$ cat src/rtl/cdb_arbiter.sv
// Common-data-bus arbiter: per-source result FIFOs feed two CDB registers through a rotating scan.
// Define CDB_DUAL_GRANT_EN to grant both buses; otherwise only bus 0 is granted and bus 1 stays idle.
module cdb_arbiter #(
  parameter int SOURCES = 4,
  parameter int DEPTH   = 2,
  parameter int REG_W   = 6,
  parameter int XLEN    = 32
) (
  input  logic                     clk,
  input  logic                     reset_n,
  input  logic                     flush,
  input  logic [SOURCES-1:0]       src_valid,
  output logic [SOURCES-1:0]       src_ready,
  input  logic [SOURCES*REG_W-1:0] src_arn,
  input  logic [SOURCES*REG_W-1:0] src_rrn,
  input  logic [SOURCES*XLEN-1:0]  src_result,
  output logic [1:0]               cdb_valid,
  output logic [2*REG_W-1:0]       cdb_arn,
  output logic [2*REG_W-1:0]       cdb_rrn,
  output logic [2*XLEN-1:0]        cdb_result
);

  localparam int SW = (SOURCES > 1) ? $clog2(SOURCES) : 1;
  localparam int PW = $clog2(DEPTH);
  localparam int CW = $clog2(DEPTH + 1);
  localparam int EW = 2 * REG_W + XLEN;

  logic [EW-1:0]      mem    [SOURCES][DEPTH];
  logic [PW-1:0]      rd_ptr [SOURCES];
  logic [PW-1:0]      wr_ptr [SOURCES];
  logic [CW-1:0]      count  [SOURCES];
  logic [SW-1:0]      rr_ptr, rr_next;
  logic [SOURCES-1:0] push, pop;
  logic               g0_vld, g1_vld;
  logic [SW-1:0]      g0_idx, g1_idx, last_idx;
  logic [EW-1:0]      head0, head1;

  // Ready looks only at registered occupancy, so a full FIFO refuses input even while it drains.
  always_comb begin
    src_ready = '0;
    push      = '0;
    for (int unsigned i = 0; i < SOURCES; i++) begin
      src_ready[i] = (count[i] != CW'(DEPTH));
      push[i]      = src_valid[i] & src_ready[i] & ~flush;
    end
  end

  always_comb begin : arb
    int unsigned idx;
    idx    = 0;
    g0_vld = 1'b0;
    g1_vld = 1'b0;
    g0_idx = '0;
    g1_idx = '0;
    for (int unsigned k = 0; k < SOURCES; k++) begin
      idx = (int'(rr_ptr) + k) % SOURCES;
      if (count[SW'(idx)] != '0) begin
        if (!g0_vld) begin
          g0_vld = 1'b1;
          g0_idx = SW'(idx);
        end
`ifdef CDB_DUAL_GRANT_EN
        else if (!g1_vld) begin
          g1_vld = 1'b1;
          g1_idx = SW'(idx);
        end
`endif
      end
    end
  end

  always_comb begin
    pop = '0;
    for (int unsigned i = 0; i < SOURCES; i++) begin
      pop[i] = (g0_vld && (g0_idx == SW'(i))) || (g1_vld && (g1_idx == SW'(i)));
    end
    last_idx = g1_vld ? g1_idx : g0_idx;
    if (!g0_vld)
      rr_next = rr_ptr;
    else if (last_idx == SW'(SOURCES - 1))
      rr_next = '0;
    else
      rr_next = last_idx + 1'b1;
    head0 = mem[g0_idx][rd_ptr[g0_idx]];
    head1 = mem[g1_idx][rd_ptr[g1_idx]];
  end

  always_ff @(posedge clk) begin
    for (int unsigned i = 0; i < SOURCES; i++) begin
      if (push[i])
        mem[i][wr_ptr[i]] <= {src_arn[i*REG_W +: REG_W], src_rrn[i*REG_W +: REG_W],
                              src_result[i*XLEN +: XLEN]};
    end
  end

  always_ff @(posedge clk or negedge reset_n) begin
    if (!reset_n) begin
      for (int unsigned i = 0; i < SOURCES; i++) begin
        count[i]  <= '0;
        rd_ptr[i] <= '0;
        wr_ptr[i] <= '0;
      end
      rr_ptr <= '0;
    end else if (flush) begin
      for (int unsigned i = 0; i < SOURCES; i++) begin
        count[i]  <= '0;
        rd_ptr[i] <= '0;
        wr_ptr[i] <= '0;
      end
      rr_ptr <= '0;
    end else begin
      for (int unsigned i = 0; i < SOURCES; i++) begin
        if (push[i]) wr_ptr[i] <= wr_ptr[i] + 1'b1;
        if (pop[i])  rd_ptr[i] <= rd_ptr[i] + 1'b1;
        if (push[i] && !pop[i])
          count[i] <= count[i] + 1'b1;
        else if (!push[i] && pop[i])
          count[i] <= count[i] - 1'b1;
      end
      rr_ptr <= rr_next;
    end
  end

  // Idle buses must carry zero register numbers: forwarding compares arn/rrn without valid.
  always_ff @(posedge clk or negedge reset_n) begin
    if (!reset_n) begin
      cdb_valid  <= '0;
      cdb_arn    <= '0;
      cdb_rrn    <= '0;
      cdb_result <= '0;
    end else if (flush) begin
      cdb_valid  <= '0;
      cdb_arn    <= '0;
      cdb_rrn    <= '0;
      cdb_result <= '0;
    end else begin
      cdb_valid                <= {g1_vld, g0_vld};
      cdb_arn[0 +: REG_W]      <= g0_vld ? head0[EW-1 -: REG_W] : '0;
      cdb_rrn[0 +: REG_W]      <= g0_vld ? head0[XLEN+REG_W-1 -: REG_W] : '0;
      cdb_result[0 +: XLEN]    <= g0_vld ? head0[XLEN-1:0] : '0;
      cdb_arn[REG_W +: REG_W]  <= g1_vld ? head1[EW-1 -: REG_W] : '0;
      cdb_rrn[REG_W +: REG_W]  <= g1_vld ? head1[XLEN+REG_W-1 -: REG_W] : '0;
      cdb_result[XLEN +: XLEN] <= g1_vld ? head1[XLEN-1:0] : '0;
    end
  end

endmodule

$ cat config.mk
export PLATFORM = sky130hd
export DESIGN_NAME = cdb_arbiter
export DESIGN_NICKNAME = d
export VERILOG_FILES = /design/src/rtl/cdb_arbiter.sv
export SDC_FILE = /design/constraint.sdc
export NUM_CORES = 1
export LEC_CHECK = 0
export ABC_AREA = 1
export BUFFER_PORTS_ARGS = -buffer_cell sky130_fd_sc_hd__buf_2
export CORE_UTILIZATION = 51
export CTS_CLUSTER_DIAMETER = 100
export DETAILED_ROUTE_END_ITERATION = 8
export GPL_TIMING_DRIVEN = 1
export PLACE_DENSITY_LB_ADDON = 0.05
export SLEW_MARGIN = 5
export SYNTH_ARGS = -nofsm -noshare
export SYNTH_HDL_FRONTEND = slang
export SYNTH_SLANG_ARGS = --single-unit
$ cat constraint.sdc
create_clock -name clk -period 3.3 [get_ports clk]
set_input_delay 0 -clock clk [delete_from_list [all_inputs] [get_ports clk]]
set_output_delay 0 -clock clk [all_outputs]
set_load 0.02 [all_outputs]
==> results.md, run 1 <==
* First-pass GRT wire length at about 70 mm
* Cell Area, Synth at 0.01784 mm²
* Num rows at 68
* CP Data Required Time at 3.77 ns
* Synth cell types at 27
* Setup Skew at 0.02094 ns
* RSZ-0062 raised after global routing: no
* CTS Root Cell: clkbuf_16
* Clock Tree Buf Depth at 3
* Area occupied by multi-input gates at 0.004733 mm²
* Gpl congestion at roughly 0.77
* Number of fill cells at 2661
* CP most frequent cell: nand2_1
* YS warnings at 0
* Inserted Clock Buffers at 45
* Slowest CP cell: dfrtp_2
* FF-to-FF End: cdb_result[3]
* HPWL after DPL at 25.57 mm
* Routed wire per std cell at 18.27 µm
* Crit path DAT at 3.41 ns
* Final hold vios at 0
* Worst-skew pair later-pin latency at 0.57 ns
* Critical path class: reg2reg
* Startpoint types: flip-flop
* Most common cell after layout, fill and taps aside: nand2_1
* DR vias at 13130
* H-tree Lvls at 2
* Antenna viol nets, final at 0
* Nets at ~2200
* IO Port Bufs at 231
* Setup-failing EPs final at 0
* Area Overhead vs Synth at 27.97%
* Gr ovfl total at 0
* CP Buf/Inv Count at 3
* CP max FO at 19
* Post-synthesis async set-or-reset flop share at 0.1518
* Largest net degree at the start of global routing at 95
* Crit-path leading delay family: simple AND/OR/NAND/NOR gates
* Vias/cell at 5.175
* Die H at 189.0 µm
* FF-to-FF path depth at 21
* Top FF cell, synth: edfxtp_1
* R2r setup slk at 0.36 ns
* Most frequent cells in the layout: nand2_1 (435), edfxtp_1 (352), nand3_1 (283)
* Clk sinks at 415
* Min Tclk post-route at slightly below 3 ns
* EDFF count, synth at 352
* Fmax achieved at 340.3 MHz
* Reg2reg start: rr_ptr[0]
* Detailed-router iteration count before antenna repair at 5
* DRC viols at 0
* Layout cells sized above 1 at 0.1674
* Rel. slew slack at 0.2527
* Crit path depth at 21
* Max stage delay on crit path at about 0.46 ns
* I/O Pins at 277
* Sequential area share after synthesis at 0.6809
* CTS tree: done
* DR iter-0 viols at between 900 and 1000
* Cell count after synthesis at 1639
* Run status: complete, no violations
* Fin Hold WS at 0.09768 ns
* Worst setup EP type: flip-flop
* Crit-path cells: buf_4 -> nand2_1 -> nand2_1 -> nand2_1 -> nand2_1 -> nor2_2 -> inv_1 -> ha_1 -> nand3_1 -> nand2_1 -> nand2_1 -> nand2_1 -> nand2_8 -> nand2_8 -> nand2_1 -> nand3_1 -> nand2_4 -> buf_12 -> nand2_1 -> nand2_1 -> nor2_1
* Die area at roughly 0.036 mm²
* Post-route setup TNS at 0 ns
* Avg Cell Area, Syn at 10.88 µm²
* GRT Overall Usage at 0.2607
* Antenna violations before repair at 9
* Worst slew pin tran at 1.121 ns
* Register bit total from synthesis at just over 400
* Final period utilization at 0.8905
* Vias in the first global route at 12940
* WL final at ~46 mm
* Fin. max-slew vios at 0
* Hold Crit Class: in2async
* Die X at about 190 µm
* Starting Density at 0.5177
* Clock transition at path regs at 0.06 ns
* Max cap viols at 0
* Area occupied by registers at 0.01215 mm²
* Core Area at between 0.03 and 0.04 mm²
## kinds of logic after synthesis
logic type / Yosys count / share of synthesized area
and+or+nand+nor: 926 / 0.2367
other: 1 / 0.0002102
buffers and inverters: 258 / 0.06846
AOI/OAI and AO/OA: 34 / 0.01024
DFF: 415 / 0.6809
adders and majority gates: 5 / 0.003507
## area by class of cell
class | count | share of cell area
Multi-Input combinational cell | 1010 | 0.2073
Clock buffer | 69 | 0.05684
Clock inverter | 14 | 0.007783
Sequential cell | 415 | 0.5321
Timing Repair Buffer | 444 | 0.1500
Antenna cell | 9 | 0.0009866
Inverter | 121 | 0.01995
Tap cell | 455 | 0.02494
## flip-flops by register name (all words and copies together), names as in the netlist
| signal | flops |
|---|---|
| rr_ptr | 2 |
| rd_ptr | 4 |
| wr_ptr | 4 |
| cdb_arn | 6 |
| cdb_rrn | 6 |
| count | 8 |
| cdb_result | 32 |
| mem | 352 |
| cdb_valid | 1 |
## metal layers
metal  share of wire  vias up  track usage
li1                -     6276            -
met1            0.42     6290       0.3420
met2            0.48      472       0.4289
met3           0.065       91      0.04486
met4           0.029        0       0.1123
met5               0        -            0
## timing repair
action | 4_1_cts | 5_1_grt
hold buffers | 182 | 0
gates resized for setup | 0 | 5
buffers inserted | 0 | 0
endpoints found under the hold margin | 424 | 0
setup endpoints to repair | 0 | 16
## stage by stage
step                utilization  cell area, µm²  instances  worst slack, ns
floorplan                     -           18000       1683          0.03218
global placement         0.5649           19460       2262           0.3170
detailed placement       0.5649           19460       2262           0.2787
CTS                      0.6605           22760       2527           0.2537
global route             0.6625           22830       2537          0.07849
finish                   0.6625           22830       2537           0.3613
## synthesized netlist by cell type (8+ instances only)
master,n,area [µm²]
nand2_1,435,1633
buf_1,10,37.54
clkbuf_1,32,120.1
nor2_1,104,390.4
buf_4,51,382.9
o21ai_0,13,65.06
dfrtp_1,63,1577
inv_1,115,431.7
a21oi_1,8,40.04
edfxtp_1,352,10570
nand3b_1,90,675.7
nand3_1,283,1416
buf_2,43,215.2
## worst max path at each step
stage,to,slack (ns),from
2_1_floorplan,mem[1][44],0.03,count[4]
3_3_place_gp,cdb_result[2],0.32,rr_ptr[0]
3_5_place_dp,cdb_arn[1],0.28,rr_ptr[0]
4_1_cts,cdb_result[2],0.25,rr_ptr[0]
5_1_grt,cdb_result[2],0.08,rr_ptr[0]
6_report,cdb_result[3],0.36,rr_ptr[0]
Power of run 1 is not shown: default switching activity piles up to over one toggle a cycle in this logic, so the estimate is an artifact.
==> run 2: changes to the inputs <==
==> constraint.sdc (replaced) <==
create_clock -name clk -period 3.3 [get_ports clk]
set_input_delay 0 -clock clk [delete_from_list [all_inputs] [get_ports clk]]
set_output_delay 0 -clock clk [all_outputs]
set_load 0.05 [all_outputs]
==> results.md, run 2 (same netlist as run 1, synthesis figures left out) <==
* CTS tree: done
* Die area at 0.03573 mm²
* I/O Pins at 277
* Final period utilization at 0.9150
* Inserted Clock Buffers at 44
* Clock transition at path regs at 0.06 ns
* HPWL after DPL at 26.38 mm
* First-pass GRT wire length at approximately 70 mm
* CP max FO at 22
* Layout cells sized above 1 at 0.1680
* Gr ovfl total at 0
* Setup-failing EPs final at 0
* Crit path DAT at 3.44 ns
* Max cap viols at 0
* Slowest CP cell: dfrtp_1
* Final hold vios at 0
* Post-route setup TNS at 0 ns
* PnR worst setup slack at 0.2804 ns
* CTS Root Cell: clkbuf_16
* Detailed-router iteration count before antenna repair at 5
* RSZ-0062 raised after global routing: no
* Fin. max-slew vios at 0
* Starting Density at 0.5177
* Most frequent cells in the layout: nand2_1 (435), edfxtp_1 (352), nand3_1 (283)
* Critical path class: reg2reg
* Clk sinks at 415
* Worst setup EP type: flip-flop
* Worst-skew pair later-pin latency at 0.54 ns
* Most common cell after layout, fill and taps aside: nand2_1
* CP Buf/Inv Count at 2
* Crit-path cells: buf_4 -> nand2_1 -> nand2_2 -> nand3_1 -> nand2_2 -> nand2_1 -> nor2_4 -> nand2_1 -> o21ai_4 -> buf_6 -> ha_1 -> nand2_1 -> nand2_1 -> nand3b_1 -> nand3_1 -> o21ai_0
* Worst slew pin tran at 1.033 ns
* Hold Crit Class: in2reg
* Number of fill cells at 2655
* Gpl congestion at 0.8065
* DR iter-0 viols at approximately 790
* Vias/cell at a little over 5
* H-tree Lvls at 2
* Startpoint types: flip-flop
* Vias in the first global route at between 10000 and 15000
* Antenna violations before repair at 3
* Routed wire per std cell at 18.06 µm
* CP most frequent cell: nand2_1
* Most Used Layer, Global Route: met2
* Crit-path leading delay family: simple AND/OR/NAND/NOR gates
* Min Tclk post-route at 3.020 ns
* CP Data Required Time at 3.72 ns
* GR Util met2 at 0.4333
* Area Overhead vs Synth at 27.54%
* IO Port Bufs at 231
* Num rows at 68
* Largest register FFs at 352
* Largest net degree at the start of global routing at 91
* GRT Overall Usage at 0.2577
* Die X at 189.0 µm
* Fmax achieved at 331.2 MHz
* Met3 Track Usage GR at 0.03744
* Setup Skew at ~0.0086 ns
* Die H at 189.0 µm
* Run status: complete, no violations
* Max stage delay on crit path at a little over 0.5 ns
* Rel. slew slack at 0.3114
* Clock Tree Buf Depth at 3
* Fin Hold WS at approximately 0.18 ns
* DR vias at 13050
* Core Area at between 0.03 and 0.04 mm²
* Pre-CTS setup slack at 0.2956 ns
* DRC viols at 0
* Nets at 2226
* WL final at 45.67 mm
* Routing usage on met1 at 0.3465
* Antenna viol nets, final at 0
## run 2: cell count changes in the layout (fill, tap and decap cells not counted), moves of 2 or more
cell       previous run  this run
clkbuf_16            47        45
diode_2               9         2
buf_6                 3         1
clkinv_2              4         6
buf_4                14        19
clkinv_1              5         2
## run 2: final timing paths
kind / cells past startpoint / startpoint / slack [ns] / to
setup reg to reg: 16 / rr_ptr[0] / 0.28 / count[0]
setup / recovery: 16 / rr_ptr[0] / 0.28 / count[0]
hold / removal: 2 / src_result[114] / 0.18 / mem[3][62]
max in group asynchronous: 2 / reset_n / 2.44 / cdb_result[10]
min in group asynchronous: 2 / reset_n / 0.19 / cdb_result[28]
hold reg to reg: 2 / rd_ptr[1] / 0.54 / rd_ptr[1]
## run 2: final cells by class
type                       instances  area [µm²]  share of cell area
sequential                       415       12150              0.5339
multi-input combinational       1010        4733              0.2080
timing repair buffer             446        3407              0.1497
clock buffer                      66        1255             0.05516
tap                              455       569.3             0.02502
inverter                         121       455.4             0.02002
clock inverter                    13       180.2            0.007919
antenna                            2       5.005           0.0002200
## run 2: timing repair
action | 4_1_cts | 5_1_grt
resized for setup | 0 | 1
hold buffers | 182 | 0
setup endpoints to repair | 0 | 1
buffers inserted | 0 | 0
hold endpoints to repair | 424 | 0
## run 2: through the flow
stage,cell area (µm²),utilization,std cells
floorplan,18020,-,1683
global placement,19490,0.5655,2265
detailed placement,19490,0.5655,2265
CTS,22740,0.6600,2526
global route,22750,0.6603,2528
finish,22750,0.6603,2528
## run 2: layer usage
metal,vias to the layer above,part of all wire
met5,-,0.00028
met4,2,0.024
met3,72,0.058
met2,425,0.49
met1,6297,0.43
li1,6255,-
Power of run 2 is left out for the same reason.
==> run 3: changes to the inputs <==
Settings changed: GPL_TIMING_DRIVEN 1 to 0.
==> results.md, run 3 (same netlist as run 1, synthesis figures left out) <==
* Run status: complete, no violations
* WL final at around 53 mm
* R2r setup slk at around 0.16 ns
* Hold Path End: mem[0][77]
* Clock transition at path regs at 0.06 ns
* Area Overhead vs Synth at 31.35%
* Core Area at 0.03446 mm²
* Starting Density at 0.5177
* Min Tclk post-route at 3.139 ns
* Num rows at approximately 70
* Hold Crit Start: src_rrn[1]
* Crit path DAT at 3.58 ns
* CP most frequent cell: nand2_1
* CP Data Required Time at 3.74 ns
* Antenna viol nets, final at 0
* Setup-failing EPs final at 0
* Nets at 2344
* Die X at 189.0 µm
* DR iter-0 viols at 1099
* Worst slew pin tran at 0.8767 ns
* Most frequent cells in the layout: nand2_1 (435), edfxtp_1 (352), nand3_1 (283)
* Crit-path cells: buf_4 -> nand2_1 -> o21ai_1 -> nand2_1 -> nand2_1 -> nor2_4 -> inv_1 -> ha_1 -> nand3_1 -> nand2_1 -> nand2_1 -> nand2_1 -> nand2_4 -> nand2_4 -> nand2_1 -> nand3_1 -> nand2_4 -> buf_6 -> buf_6 -> nor2_1 -> nor2_2
* Die H at approximately 190 µm
* Routed wire per std cell at between 15 and 20 µm
* FF-to-FF path depth at 21
* Hold-critical path depth at 2
* Most common cell after layout, fill and taps aside: nand2_1
* CP max FO at 10
* Detailed-router iteration count before antenna repair at 5
* HPWL after DPL at 34.56 mm
* Rel. slew slack at 0.4142
* DR vias at ~14000
* Post-route setup TNS at 0 ns
* Startpoint types: flip-flop
* Gpl congestion at 0.8467
* Vias in the first global route at 13700
* Slowest CP cell: dfrtp_2
* FF-to-FF End: cdb_result[19]
* Fin Hold WS at 0.1682 ns
* Number of fill cells at 2594
* CP Buf/Inv Count at 4
* Max cap viols at 0
* Reg2reg start: rr_ptr[0]
* Wl on met1 at ~21 mm
* Critical path class: reg2reg
* CTS Root Cell: clkbuf_16
* Layout cells sized above 1 at 0.2003
* Crit-path leading delay family: simple AND/OR/NAND/NOR gates
* Gr ovfl total at 0
* H-tree Lvls at 2
* GRT Overall Usage at 0.2950
* Clock Tree Buf Depth at 3
* Antenna violations before repair at 3
* IO Port Bufs at 231
* Pre-CTS setup slack at -0.02146 ns
* Fmax achieved at 318.5 MHz
* First-pass GRT wire length at 78.36 mm
* Fin. max-slew vios at 0
* Final period utilization at 0.9513
* Clk sinks at between 400 and 500
* Largest net degree at the start of global routing at 44
* PnR worst setup slack at 0.1608 ns
* Setup Skew at 0.02244 ns
* Final hold vios at 0
* Worst-skew pair later-pin latency at about 0.55 ns
* Top Metal Used: met4
* Placed Cells incl. Taps at 2380
* Largest register FFs at between 300 and 400
* Inserted Clock Buffers at 44
* Hold Crit Class: in2reg
* I/O Pins at about 280
* CTS tree: done
* Max stage delay on crit path at between 0.4 and 0.5 ns
* WL met2 at 26.32 mm
* Worst setup EP type: flip-flop
* Layout Cells excl Fill at 2650
* DRC viols at 0
* Met3 wire length at 4.018 mm
* Die area at approximately 0.036 mm²
* Vias/cell at 5.251
==> run 3: cell types whose count changed in the layout (fill, tap and decap cells not counted), moves of 6 or more <==
cell / previous run / this run
buf_1: 0 / 10
clkinv_2: 6 / 14
buf_4: 19 / 55
buf_2: 230 / 259
clkbuf_1: 16 / 35
buf_12: 14 / 8
clkbuf_4: 0 / 9
==> run 3: area by class of cell <==
| class | count | area, µm² | area share |
|---|---|---|---|
| Multi-Input combinational cell | 1010 | 4721 | 0.2015 |
| Timing Repair Buffer | 427 | 3268 | 0.1395 |
| Antenna cell | 3 | 7.507 | 0.0003204 |
| Clock inverter | 29 | 276.5 | 0.01180 |
| Sequential cell | 415 | 12150 | 0.5184 |
| Buffer | 137 | 818.3 | 0.03492 |
| Clock buffer | 53 | 1166 | 0.04977 |
| Tap cell | 455 | 569.3 | 0.02430 |
| Inverter | 121 | 456.7 | 0.01949 |
==> run 3: how the worst max path moves through the flow <==
| stage | depth (start not counted) | slack (ns) | startpoint | end |
|---|---|---|---|---|
| 6_report | 21 | 0.16 | rr_ptr[0] | cdb_result[19] |
| 5_1_grt | 20 | -0.003 | rr_ptr[0] | cdb_result[30] |
| 4_1_cts | 21 | 0.001 | rr_ptr[0] | cdb_result[14] |
| 3_5_place_dp | 21 | -0.02 | rr_ptr[0] | cdb_result[19] |
| 3_3_place_gp | 5 | -1.79 | flush | mem[2][33] |
| 2_1_floorplan | 4 | 0.04 | count[0] | mem[3][0] |
==> run 3: through the flow <==
step / util / cell area (µm²)
floorplan: - / 18020
global placement: 0.5730 / 19740
detailed placement: 0.5816 / 20040
CTS: 0.6774 / 23340
global route: 0.6798 / 23430
finish: 0.6800 / 23430
==> run 3: per-layer routing <==
layer  vias up  global-route usage
li1       6507                   -
met1      6667              0.3872
met2       642              0.5082
met3        99             0.03596
met4         0              0.1014
met5         -                   0
==> run 3: timing repair <==
item,in CTS,in global routing
pin swaps,0,1
endpoints found under the hold margin,426,0
hold buffers,184,0
buffers inserted,0,1
resized for setup,2,34
endpoints found under the setup margin,1,48
Power of run 3 is left out for the same reason.
